==> src/rtl/bcd_mod_counter_if.sv <==
// rtl/bcd_mod_counter_if.sv - Control/status bundle for bcd_mod_counter
interface bcd_mod_counter_if #(
  parameter int DIGITS = 2
);
  logic                  en;
  logic                  clr;
  logic                  load;
  logic [4*DIGITS-1:0]   load_val;
  logic                  dir;
  logic [4*DIGITS-1:0]   data;
  logic                  co;
  logic                  tc;
  logic                  load_err;

  modport master (
    output en, clr, load, load_val, dir,
    input  data, co, tc, load_err
  );

  modport slave (
    input  en, clr, load, load_val, dir,
    output data, co, tc, load_err
  );
endinterface

==> src/rtl/bcd_mod_counter.sv <==
// rtl/bcd_mod_counter.sv - Packed-BCD modulo counter with preset; down counting enabled by BCD_DOWN_EN
module bcd_mod_counter #(
  parameter int DIGITS  = 2,
  parameter int MODULUS = 60
) (
  input  logic              clk,
  input  logic              rst,
  bcd_mod_counter_if.slave  bus
);
  localparam int W = 4 * DIGITS;

  function automatic logic [W-1:0] to_bcd(input int value);
    logic [W-1:0] r;
    int           v;
    r = '0;
    v = value;
    for (int i = 0; i < DIGITS; i++) begin
      r[4*i +: 4] = 4'(v % 10);
      v = v / 10;
    end
    return r;
  endfunction

  localparam logic [W-1:0] MAX_BCD = to_bcd(MODULUS - 1);

  logic [W-1:0] data_q, data_d, inc_val;
  logic         co_q, co_d, err_q, err_d;
  logic         at_max, load_ok, carry;

  assign at_max = (data_q == MAX_BCD);

  always_comb begin
    inc_val = data_q;
    carry   = 1'b1;
    for (int i = 0; i < DIGITS; i++) begin
      if (carry) begin
        if (data_q[4*i +: 4] == 4'd9) begin
          inc_val[4*i +: 4] = 4'd0;
        end else begin
          inc_val[4*i +: 4] = data_q[4*i +: 4] + 4'd1;
          carry             = 1'b0;
        end
      end
    end
  end

  // With every digit <= 9, packed BCD orders the same as its decimal value
  always_comb begin
    load_ok = (bus.load_val <= MAX_BCD);
    for (int i = 0; i < DIGITS; i++) begin
      if (bus.load_val[4*i +: 4] > 4'd9) load_ok = 1'b0;
    end
  end

`ifdef BCD_DOWN_EN
  logic [W-1:0] dec_val;
  logic         at_zero, borrow;

  assign at_zero = (data_q == '0);

  always_comb begin
    dec_val = data_q;
    borrow  = 1'b1;
    for (int i = 0; i < DIGITS; i++) begin
      if (borrow) begin
        if (data_q[4*i +: 4] == 4'd0) begin
          dec_val[4*i +: 4] = 4'd9;
        end else begin
          dec_val[4*i +: 4] = data_q[4*i +: 4] - 4'd1;
          borrow            = 1'b0;
        end
      end
    end
  end

  assign bus.tc = bus.en & (bus.dir ? at_zero : at_max);
`else
  logic unused_dir;
  assign unused_dir = bus.dir;
  assign bus.tc     = bus.en & at_max;
`endif

  always_comb begin
    data_d = data_q;
    co_d   = 1'b0;
    err_d  = 1'b0;
    if (bus.clr) begin
      data_d = '0;
    end else if (bus.load) begin
      if (load_ok) data_d = bus.load_val;
      else         err_d  = 1'b1;
    end else if (bus.en) begin
`ifdef BCD_DOWN_EN
      if (bus.dir) begin
        if (at_zero) begin
          data_d = MAX_BCD;
          co_d   = 1'b1;
        end else begin
          data_d = dec_val;
        end
      end else
`endif
      begin
        if (at_max) begin
          data_d = '0;
          co_d   = 1'b1;
        end else begin
          data_d = inc_val;
        end
      end
    end
  end

  always_ff @(posedge clk) begin
    if (rst) begin
      data_q <= '0;
      co_q   <= 1'b0;
      err_q  <= 1'b0;
    end else begin
      data_q <= data_d;
      co_q   <= co_d;
      err_q  <= err_d;
    end
  end

  assign bus.data     = data_q;
  assign bus.co       = co_q;
  assign bus.load_err = err_q;
endmodule

==> src/flat_wrapper.sv <==
// flat-port wrapper written by rule: the top's interface ports become plain ports
module bcd_mod_counter_flat 
#(
  parameter int DIGITS  = 2,
  parameter int MODULUS = 60
)
  (clk, rst, bus_en, bus_clr, bus_load, bus_load_val, bus_dir, bus_data, bus_co, bus_tc, bus_load_err);
  bcd_mod_counter_if #(.DIGITS(DIGITS)) bus_i ();
  input  logic clk;
  input  logic rst;
  input wire logic [$bits(bus_i.en)-1:0] bus_en;
  input wire logic [$bits(bus_i.clr)-1:0] bus_clr;
  input wire logic [$bits(bus_i.load)-1:0] bus_load;
  input wire logic [$bits(bus_i.load_val)-1:0] bus_load_val;
  input wire logic [$bits(bus_i.dir)-1:0] bus_dir;
  output wire logic [$bits(bus_i.data)-1:0] bus_data;
  output wire logic [$bits(bus_i.co)-1:0] bus_co;
  output wire logic [$bits(bus_i.tc)-1:0] bus_tc;
  output wire logic [$bits(bus_i.load_err)-1:0] bus_load_err;
  assign bus_i.en = bus_en;
  assign bus_i.clr = bus_clr;
  assign bus_i.load = bus_load;
  assign bus_i.load_val = bus_load_val;
  assign bus_i.dir = bus_dir;
  assign bus_data = bus_i.data;
  assign bus_co = bus_i.co;
  assign bus_tc = bus_i.tc;
  assign bus_load_err = bus_i.load_err;
  bcd_mod_counter #(.DIGITS(DIGITS), .MODULUS(MODULUS)) u_core (.clk(clk), .rst(rst), .bus(bus_i));
endmodule
==> config.mk <==
export PLATFORM = sky130hd
export DESIGN_NAME = bcd_mod_counter_flat
export DESIGN_NICKNAME = d
export VERILOG_FILES = /design/src/rtl/bcd_mod_counter_if.sv /design/src/rtl/bcd_mod_counter.sv /design/src/flat_wrapper.sv
export SDC_FILE = /design/constraint.sdc
export NUM_CORES = 1
export LEC_CHECK = 0
export BUFFER_PORTS_ARGS = -buffer_cell sky130_fd_sc_hd__buf_4
export CAP_MARGIN = 15
export CELL_PAD_IN_SITES_DETAIL_PLACEMENT = 1
export CELL_PAD_IN_SITES_GLOBAL_PLACEMENT = 1
export CORE_MARGIN = 2
export CORE_UTILIZATION = 30
export CTS_CLUSTER_SIZE = 14
export DETAILED_ROUTE_END_ITERATION = 8
export PLACE_DENSITY = 0.8
export SYNTH_ARGS = -nofsm -noshare
export SYNTH_HDL_FRONTEND = slang
export SYNTH_SLANG_ARGS = --single-unit
==> constraint.sdc <==
create_clock -name clk -period 1.5 [get_ports clk]
set_clock_uncertainty 0.15 [all_clocks]
set_input_delay 0.15 -clock clk [delete_from_list [all_inputs] [get_ports clk]]
set_output_delay 0.15 -clock clk [all_outputs]
set_load 0.005 [all_outputs]
==> results of run 1 <==
==> metrics by stage <==
| stage | instance area (um^2) | cells |
|---|---|---|
| 2_1_floorplan | 646 | 77 |
| 3_3_place_gp | 918 | 134 |
| 3_5_place_dp | 918 | 134 |
| 4_1_cts | 981 | 139 |
| 5_1_grt | 1010 | 140 |
| 6_report | 1010 | 140 |
==> routing by layer <==
metal | global-route usage (%) | vias to the layer above | part of all wire [%]
li1 | - | 365 | -
met1 | 23.7 | 359 | 44
met2 | 35.3 | 16 | 52
met3 | 2.98 | 4 | 2.8
met4 | 9.01 | 0 | 1.4
met5 | 0 | - | 0
==> worst register-to-register path: stages (launching register included) <==
cell and delay (ns):
dfxtp_2 0.34, buf_6 0.11, or4b_4 0.49, a21o_1 0.22, a21oi_2 0.14
==> cell usage after synthesis (2+ instances only) <==
cell type,n
nand3_1,3
nor2_1,3
nor2b_1,2
a21o_1,3
nand2_1,6
mux2i_1,2
dfxtp_1,10
a21oi_1,13
o21ai_1,2
or4b_1,2
o21ai_0,3
nand2b_1,4
clkbuf_1,2
==> kinds of logic after synthesis <==
group | count (synthesis)
mux | 2
buf+inv | 5
compound gates | 31
xor+xnor | 1
flops | 10
simple gates | 28
==> power by group <==
group	switching (W)	internal, W
clock network	0.0000977	0.0000928
logic	0.0000606	0.0000638
registers	0.00000419	0.000270
==> final timing paths <==
kind / startpoint / to / cells after the start / slack [ns]
worst min register to register: u_core.bus.data[2] / u_core.bus.data[2] / 3 / 0.49
worst min-delay path: bus_load_val[4] / u_core.bus.data[4] / 3 / 0.02
worst max-delay path: u_core.bus.data[1] / bus_tc / 3 / -0.04
worst max register to register: u_core.bus.data[1] / u_core.bus.data[1] / 4 / -0.01
==> cell usage in the layout (no fill, tap or decap), types with 3 or more instances in the layout <==
cell type  count
buf_4         35
a21oi_1       11
dfxtp_1        6
nand2_1        5
nand2b_1       4
dfxtp_2        4
a21oi_2        3
nor2_1         3
nand3_1        3
o21ai_0        3
a21o_1         3
clkbuf_4       3
==> registers in the layout, summed over array words and instances, names as in the netlist <==
register and count:
u_core.bus.data 8, u_core.bus.co 1, u_core.bus.load_err 1
==> what timing repair did <==
action	CTS	global route
endpoints found under the setup margin	3	4
gates resized for setup	7	6
pin swaps	4	5
setup buffers	2	1
==> final cells by class <==
cell class | count | area share (%)
Clock buffer | 3 | 2.24
Inverter | 1 | 0.373
Multi-Input combinational cell | 62 | 45.3
Sequential cell | 10 | 20.4
Tap cell | 27 | 3.36
Timing Repair Buffer | 37 | 28.4
==> results.ini, run 1 <==
[placed_design]
portBuffers=23
dp_slack_ns=-0.0141
gp_congestion=0.790
dpl.hpwl_um=1610

[yosys]
synth_top_family_by_area=compound AO/OA/AOI/OAI gates
synth_ff_type=dfxtp_1
syn-cell-area_um2=646
muxShareOfSynthArea_pct=3.10
ys_ff_latch=10
synth_xor_area_share_pct=1.36
seq_area_frac_synth_pct=31.0
yosys.area_share.adder_pct=0
synth_cell_types=35
synthesis.nets=91
syn_area_per_cell_um2=8.38
synth_compound_area_share_pct=34.9
synth_edf_count=0
synth_top_cell_area_share_pct=31.0
yosys_warnings=0
async_flop_share_pct=0
synth_cells=77
synth_largest_area_cell=dfxtp_1
yosys.area_share.simple_pct=26.6
synth.area.top_cells=dfxtp_1 31%, a21oi_1 10%, nand2b_1 3.9%, a21o_1 3.5%, nand2_1 3.5%

[global_routing]
grt_pass1_wl_um=3750
grt_max_degree=11
grt_remaining_overflow=0
antenna_found_initial=0
grt_pass1_vias=792
track_usage_pct=20.0

[route]
dr.pass1.iters=4
drc_errors=0
via_count=744
ant_nets=0
drt_iter0_markers=16
drt-total-wl_um=2240
vias_per_cell=5.31
post_drt_wl_per_cell_um=16.0

[sta]
finalSetupTns_ns=-0.0464
finalHoldViolCount=0
tightest_slew_ns=0.378
min_period_over_period_pct=102
whs_ns=0.0152
setup_viol=2
rsz0062_at_grt=yes
slew_viol_final=0
max_freq_mhz=651
setup_slack_ns=-0.0358
slew_headroom_pct=74.7
period_minus_slack_ns=1.54

[pwr]
p_leak_nw=0.403
p_per_area_nw_per_um2=586
ir_drop_v=0.000341
finalPower_w=0.000589

[worst_setup_path]
path_buf_inv=1
cp_data_arrival_time_ns=1.24
critical_path_class=reg -> out
slowest_stage=and4bb_4
slowest_delay_ns=0.36
worstSetupStartpointType=register
critPathCaptureType=primary output
critical_path.top_delay_family=simple AND/OR/NAND/NOR gates
cp_max_fo=3
crit_chain=and4bb_4, and3_4, buf_6
critical_path_required_ns=1.20

[run_status]
status=complete, but fails checks
violations=setup timing

[floorplanning]
rows=16
start_util_pct=32.2
dieArea_um2=2540
die_y_um=50.4
fp.dieW_um=50.4
io_pins=25
core_um2=2000

[final_layout]
n_antenna_cell=0
n_fill_cell=248
area_growth_pct=55.8
layout-drive-gt1-share_pct=51.3
final_util_pct=50.2
multi_input_area_um2=455
nets=129
regArea_um2=205

[clocking]
clk_latency_ns=0.27
cts_sinks=10
cts_tree=done
numCtsBuffers=3
clockRootBuffer=clkbuf_4
clk_pin_slew_ns=0.07
hold_buffers=0
cts_buffer_depth=2
htreeDepth=1

[job]
drv_cap=0

[hold_path]
hp-class=in -> reg

(Power assumes the default switching activity.)
==> run 2: changes to the inputs <==
--- a/config.mk
+++ b/config.mk
@@ -11,8 +11,9 @@
 export CELL_PAD_IN_SITES_GLOBAL_PLACEMENT = 1
 export CORE_MARGIN = 2
 export CORE_UTILIZATION = 30
-export CTS_CLUSTER_SIZE = 14
+export CTS_CLUSTER_SIZE = 40
 export DETAILED_ROUTE_END_ITERATION = 8
+export MAX_ROUTING_LAYER = met4
 export PLACE_DENSITY = 0.8
 export SYNTH_ARGS = -nofsm -noshare
 export SYNTH_HDL_FRONTEND = slang
==> run 2 against run 1 <==
Compared with the run above:
- the flow still finishes with violations (setup timing)
- worst hold slack is essentially flat
- core utilization is the same
- sequential power about the same
- routed wire length is the same
- largest power group unchanged
==> results.ini, run 2 (synthesis results as in run 1) <==
[run_status]
status=complete, but fails checks
violations=setup timing

[final_layout]
largest_reg_flops=8
layout.cells.most_common=buf_4
most-common-layout-cells=35 x buf_4, 11 x a21oi_1, 6 x dfxtp_1
n_fill_cell=248
n_antenna_cell=0
area_growth_pct=55.8
layout-drive-gt1-share_pct=51.3
nets=129

[route]
post_drt_wl_per_cell_um=16.0
drt-total-wl_um=2240
drt_iter0_markers=16
vias_per_cell=5.31
drc_errors=0
via_count=744
ant_nets=0
dr.pass1.iters=4

[clocking]
cts_buffer_depth=2
clk_latency_ns=0.27
hold_buffers=0
numCtsBuffers=3
htreeDepth=1
clockRootBuffer=clkbuf_4
cts_sinks=10
cts_tree=done
clk_pin_slew_ns=0.07

[sta]
finalHoldViolCount=0
whs_ns=0.0152
tightest_slew_ns=0.378
slew_viol_final=0
rsz0062_at_grt=yes
slew_headroom_pct=74.7
setup_viol=2
min_period_over_period_pct=102
setup_slack_ns=-0.0358
period_minus_slack_ns=1.54
max_freq_mhz=651

[floorplanning]
io_pins=25
die_y_um=50.4
core_um2=2000
fp.dieW_um=50.4
rows=16
start_util_pct=32.2
dieArea_um2=2540

[hold_path]
hold_depth=3
hp-class=in -> reg

[global_routing]
grt_remaining_overflow=0
grt_max_degree=11
grt_pass1_wl_um=3750
grt_use_met3_pct=2.98
grt_pass1_vias=793
track_usage_pct=20.5
grt_use_met2_pct=35.3
grt_util_met1_pct=23.7
gr-max-usage-layer=met2
antenna_found_initial=0

[placed_design]
gp_congestion=0.801
portBuffers=23
dpl.hpwl_um=1610
dp_slack_ns=-0.0141

[pwr]
p_leak_nw=0.403
p_per_area_nw_per_um2=586
ir_drop_v=0.000341

[worst_setup_path]
critical_path_class=reg -> out
worstSetupStartpointType=register
critical_path_required_ns=1.20
cp_max_fo=3
critPathLaunch=u_core.bus.data[1]
cp_data_arrival_time_ns=1.24
critPathCaptureType=primary output
reg2reg_slack_ns=-0.01
r2r_start=u_core.bus.data[1]
reg2reg_to=u_core.bus.data[1]
cp-endpoint=bus_tc
r2r_cells=4

[job]
drv_cap=0

## run 2: stage by stage
step	total power [W]	instance area [um^2]	util (%)	setup TNS (ns)	std cells
global route	0.000618	1010	50.2	-0.233	140
detailed placement	0.000398	918	45.9	-0.0141	134
CTS	0.000591	981	49.0	-0.0351	139
floorplan	0.000336	646	-	0	77
global placement	0.000394	918	45.9	0	134
finish	0.000589	1010	50.2	-0.0464	140
## run 2: worst max-delay path, stage by stage (launching register included)
cell	delay, ns
dfxtp_2	0.34
and4bb_4	0.36
and3_4	0.19
buf_6	0.09
## run 2: layout make-up
type	count	area (um^2)	share of cell area, %
Clock buffer	3	22.5	2.24
Inverter	1	3.75	0.373
Multi-Input combinational cell	62	455	45.3
Sequential cell	10	205	20.4
Tap cell	27	33.8	3.36
Timing Repair Buffer	37	285	28.4
## run 2: layer usage
metal | vias up | routed length, um
met5 | - | 0
met4 | 0 | 31
met3 | 4 | 62
met2 | 16 | 1160
met1 | 359 | 992
li1 | 365 | -
## run 2: timing repair
action	CTS	global route
resized for setup	7	6
endpoints found under the setup margin	3	4
buffers inserted	2	1
pin swaps	4	5
## run 2: how the worst min path moves through the flow
stage                         start            endpoint  slack, ns
finish              bus_load_val[4]  u_core.bus.data[4]       0.02
global route        bus_load_val[4]  u_core.bus.data[4]       0.03
CTS                 bus_load_val[4]  u_core.bus.data[4]       0.01
detailed placement  bus_load_val[4]  u_core.bus.data[4]       0.30
global placement    bus_load_val[4]  u_core.bus.data[4]       0.29
floorplan           bus_load_val[4]  u_core.bus.data[4]       0.17
## run 2: power by group
group          switching (W)  internal, W
Sequential        0.00000419     0.000270
Clock              0.0000976    0.0000928
Combinational      0.0000606    0.0000638
==> run 3: changes to the inputs <==
--- a/config.mk
+++ b/config.mk
@@ -9,6 +9,7 @@
 export CAP_MARGIN = 15
 export CELL_PAD_IN_SITES_DETAIL_PLACEMENT = 1
 export CELL_PAD_IN_SITES_GLOBAL_PLACEMENT = 1
+export CORE_ASPECT_RATIO = 1.25
 export CORE_MARGIN = 2
 export CORE_UTILIZATION = 30
 export CTS_CLUSTER_SIZE = 40
==> run 3 against run 2 <==
Compared with the run above:
- the run still ends with setup timing left
- final cell count is 5.0% lower
- cell area is 2.0% lower
- die area hardly changed
- register-to-register slack hardly changed
- sequential power hardly changed
- global-route usage is 3.5 points lower
- critical path depth stayed put
==> results.ini, run 3 (synthesis results as in run 1) <==
[floorplanning]
start_util_pct=32.2
core_um2=2000
die_y_um=55.9
dieArea_um2=2540
rows=18
fp.dieW_um=45.5
io_pins=25

[final_layout]
multi_input_area_um2=439
nets=128
layout.cells.most_common=buf_4
final_util_pct=49.2
area_growth_pct=52.7
most-common-layout-cells=35 x buf_4, 12 x a21oi_1, 6 x nand2_1, 6 x dfxtp_1, 4 x nand2b_1
n_antenna_cell=0
layout-drive-gt1-share_pct=48.7
n_fill_cell=251
largest_reg_flops=8
regArea_um2=208

[route]
top_layer=met3
post_drt_wl_per_cell_um=15.5
met1_length_um=843
dr_wl_met3_um=103
drc_errors=0
drt-total-wl_um=2060
dr.pass1.iters=4
via_count=747
vias_per_cell=5.62
ant_nets=0
met2_wirelength_um=1120
drt_iter0_markers=2

[sta]
slew_headroom_pct=75.0
tightest_slew_ns=0.374
finalHoldViolCount=0
setup_viol=2
period_minus_slack_ns=1.55
max_freq_mhz=646
setup_slack_ns=-0.0491
slew_viol_final=0
min_period_over_period_pct=103
rsz0062_at_grt=yes

[clocking]
htreeDepth=1
clk_latency_ns=0.27
clk_pin_slew_ns=0.07
hold_buffers=0
cts_tree=done
cts_sinks=10
cts_buffer_depth=2
numCtsBuffers=3
clockRootBuffer=clkbuf_4

[pwr]
pwr-share-comb_pct=18.5
finalPower_w=0.000635
swShare_pct=24.9
pwr-share-seq_pct=43.1
p_per_area_nw_per_um2=644
power.share.clock_pct=38.4
p_int_w=0.000477
ir_drop_v=0.000314
p_leak_nw=0.407
p_switching_w=0.000158

[global_routing]
grt_remaining_overflow=0
grt_pass1_vias=753
track_usage_pct=17.0
antenna_found_initial=0
grt_pass1_wl_um=3190
grt_max_degree=13

[worst_setup_path]
critPathCaptureType=primary output
worstSetupStartpointType=register
critical_path_class=reg -> out
reg2reg_to=u_core.bus.data[3]
r2r_start=u_core.bus.data[2]
critical_path_required_ns=1.20
reg2reg_slack_ns=-0.01
r2r_cells=5
cp_max_fo=5
cp_data_arrival_time_ns=1.25

[job]
drv_cap=0

[placed_design]
dp_slack_ns=-0.0416
portBuffers=23
gp_congestion=0.809
dpl.hpwl_um=1490

[run_status]
violations=setup timing
status=complete, but fails checks

[hold_path]
holdPathEnd=u_core.bus.data[4]
hold_depth=3
hp-class=in -> reg
min_from=bus_load_val[4]

[run 3: cell types whose count changed in the layout (fill, tap and decap cells not counted), sizes merged]
cell,previous run,this run
buf,37,36
clkbuf,3,4
[run 3: worst max-delay path by stage]
stage,from,to,slack [ns],cells after the start
after global placement,u_core.bus.data[2],u_core.bus.data[5],0.01,4
after detailed placement,u_core.bus.data[2],u_core.bus.data[3],-0.04,4
after floorplan,u_core.bus.data[2],u_core.bus.data[4],0.02,4
after CTS,u_core.bus.data[1],bus_tc,-0.03,3
final,u_core.bus.data[2],bus_tc,-0.05,3
after global routing,u_core.bus.data[2],bus_tc,-0.1,3
[run 3: power by group through the flow]
stage	registers (W)	logic, W	clock network [W]
3_3_place_gp	0.000280	0.000111	0
6_report	0.000274	0.000117	0.000244
5_1_grt	0.000275	0.000129	0.000264
4_1_cts	0.000275	0.000114	0.000253
3_5_place_dp	0.000281	0.000114	0
2_1_floorplan	0.000281	0.0000546	0
[run 3: cell type report]
type / count / share of cell area, %
Clock buffer: 4 / 3.68
Multi-Input combinational cell: 62 / 44.5
Tap cell: 20 / 2.54
Sequential cell: 10 / 21.1
Timing Repair Buffer: 36 / 27.8
Inverter: 1 / 0.381
[run 3: metal layers]
metal	vias to the layer above	track usage, %
met1	361	18.5
met2	22	29.4
met5	-	-
met3	0	3.90
li1	364	-
met4	0	5.04
[run 3: critical path, stage by stage (launching register included)]
cell and delay (ns):
dfxtp_4 0.37, and4bb_4 0.35, and3_4 0.18, buf_6 0.09
[run 3: timing repair]
| action | 4_1_cts | 5_1_grt |
|---|---|---|
| endpoints found under the setup margin | 6 | 5 |
| pin swaps | 1 | 3 |
| buffers inserted | 1 | 3 |
| gates resized for setup | 3 | 6 |
[run 3: stage by stage]
step / TNS [ns] / std cells / hold WS (ns) / area [um^2]
finish: -0.0599 / 133 / 0.0127 / 986
global route: -0.183 / 133 / 0.0113 / 986
CTS: -0.0347 / 130 / 0.00543 / 942
detailed placement: -0.113 / 125 / 0.298 / 895
global placement: 0 / 125 / 0.290 / 895
floorplan: 0 / 77 / 0.168 / 646
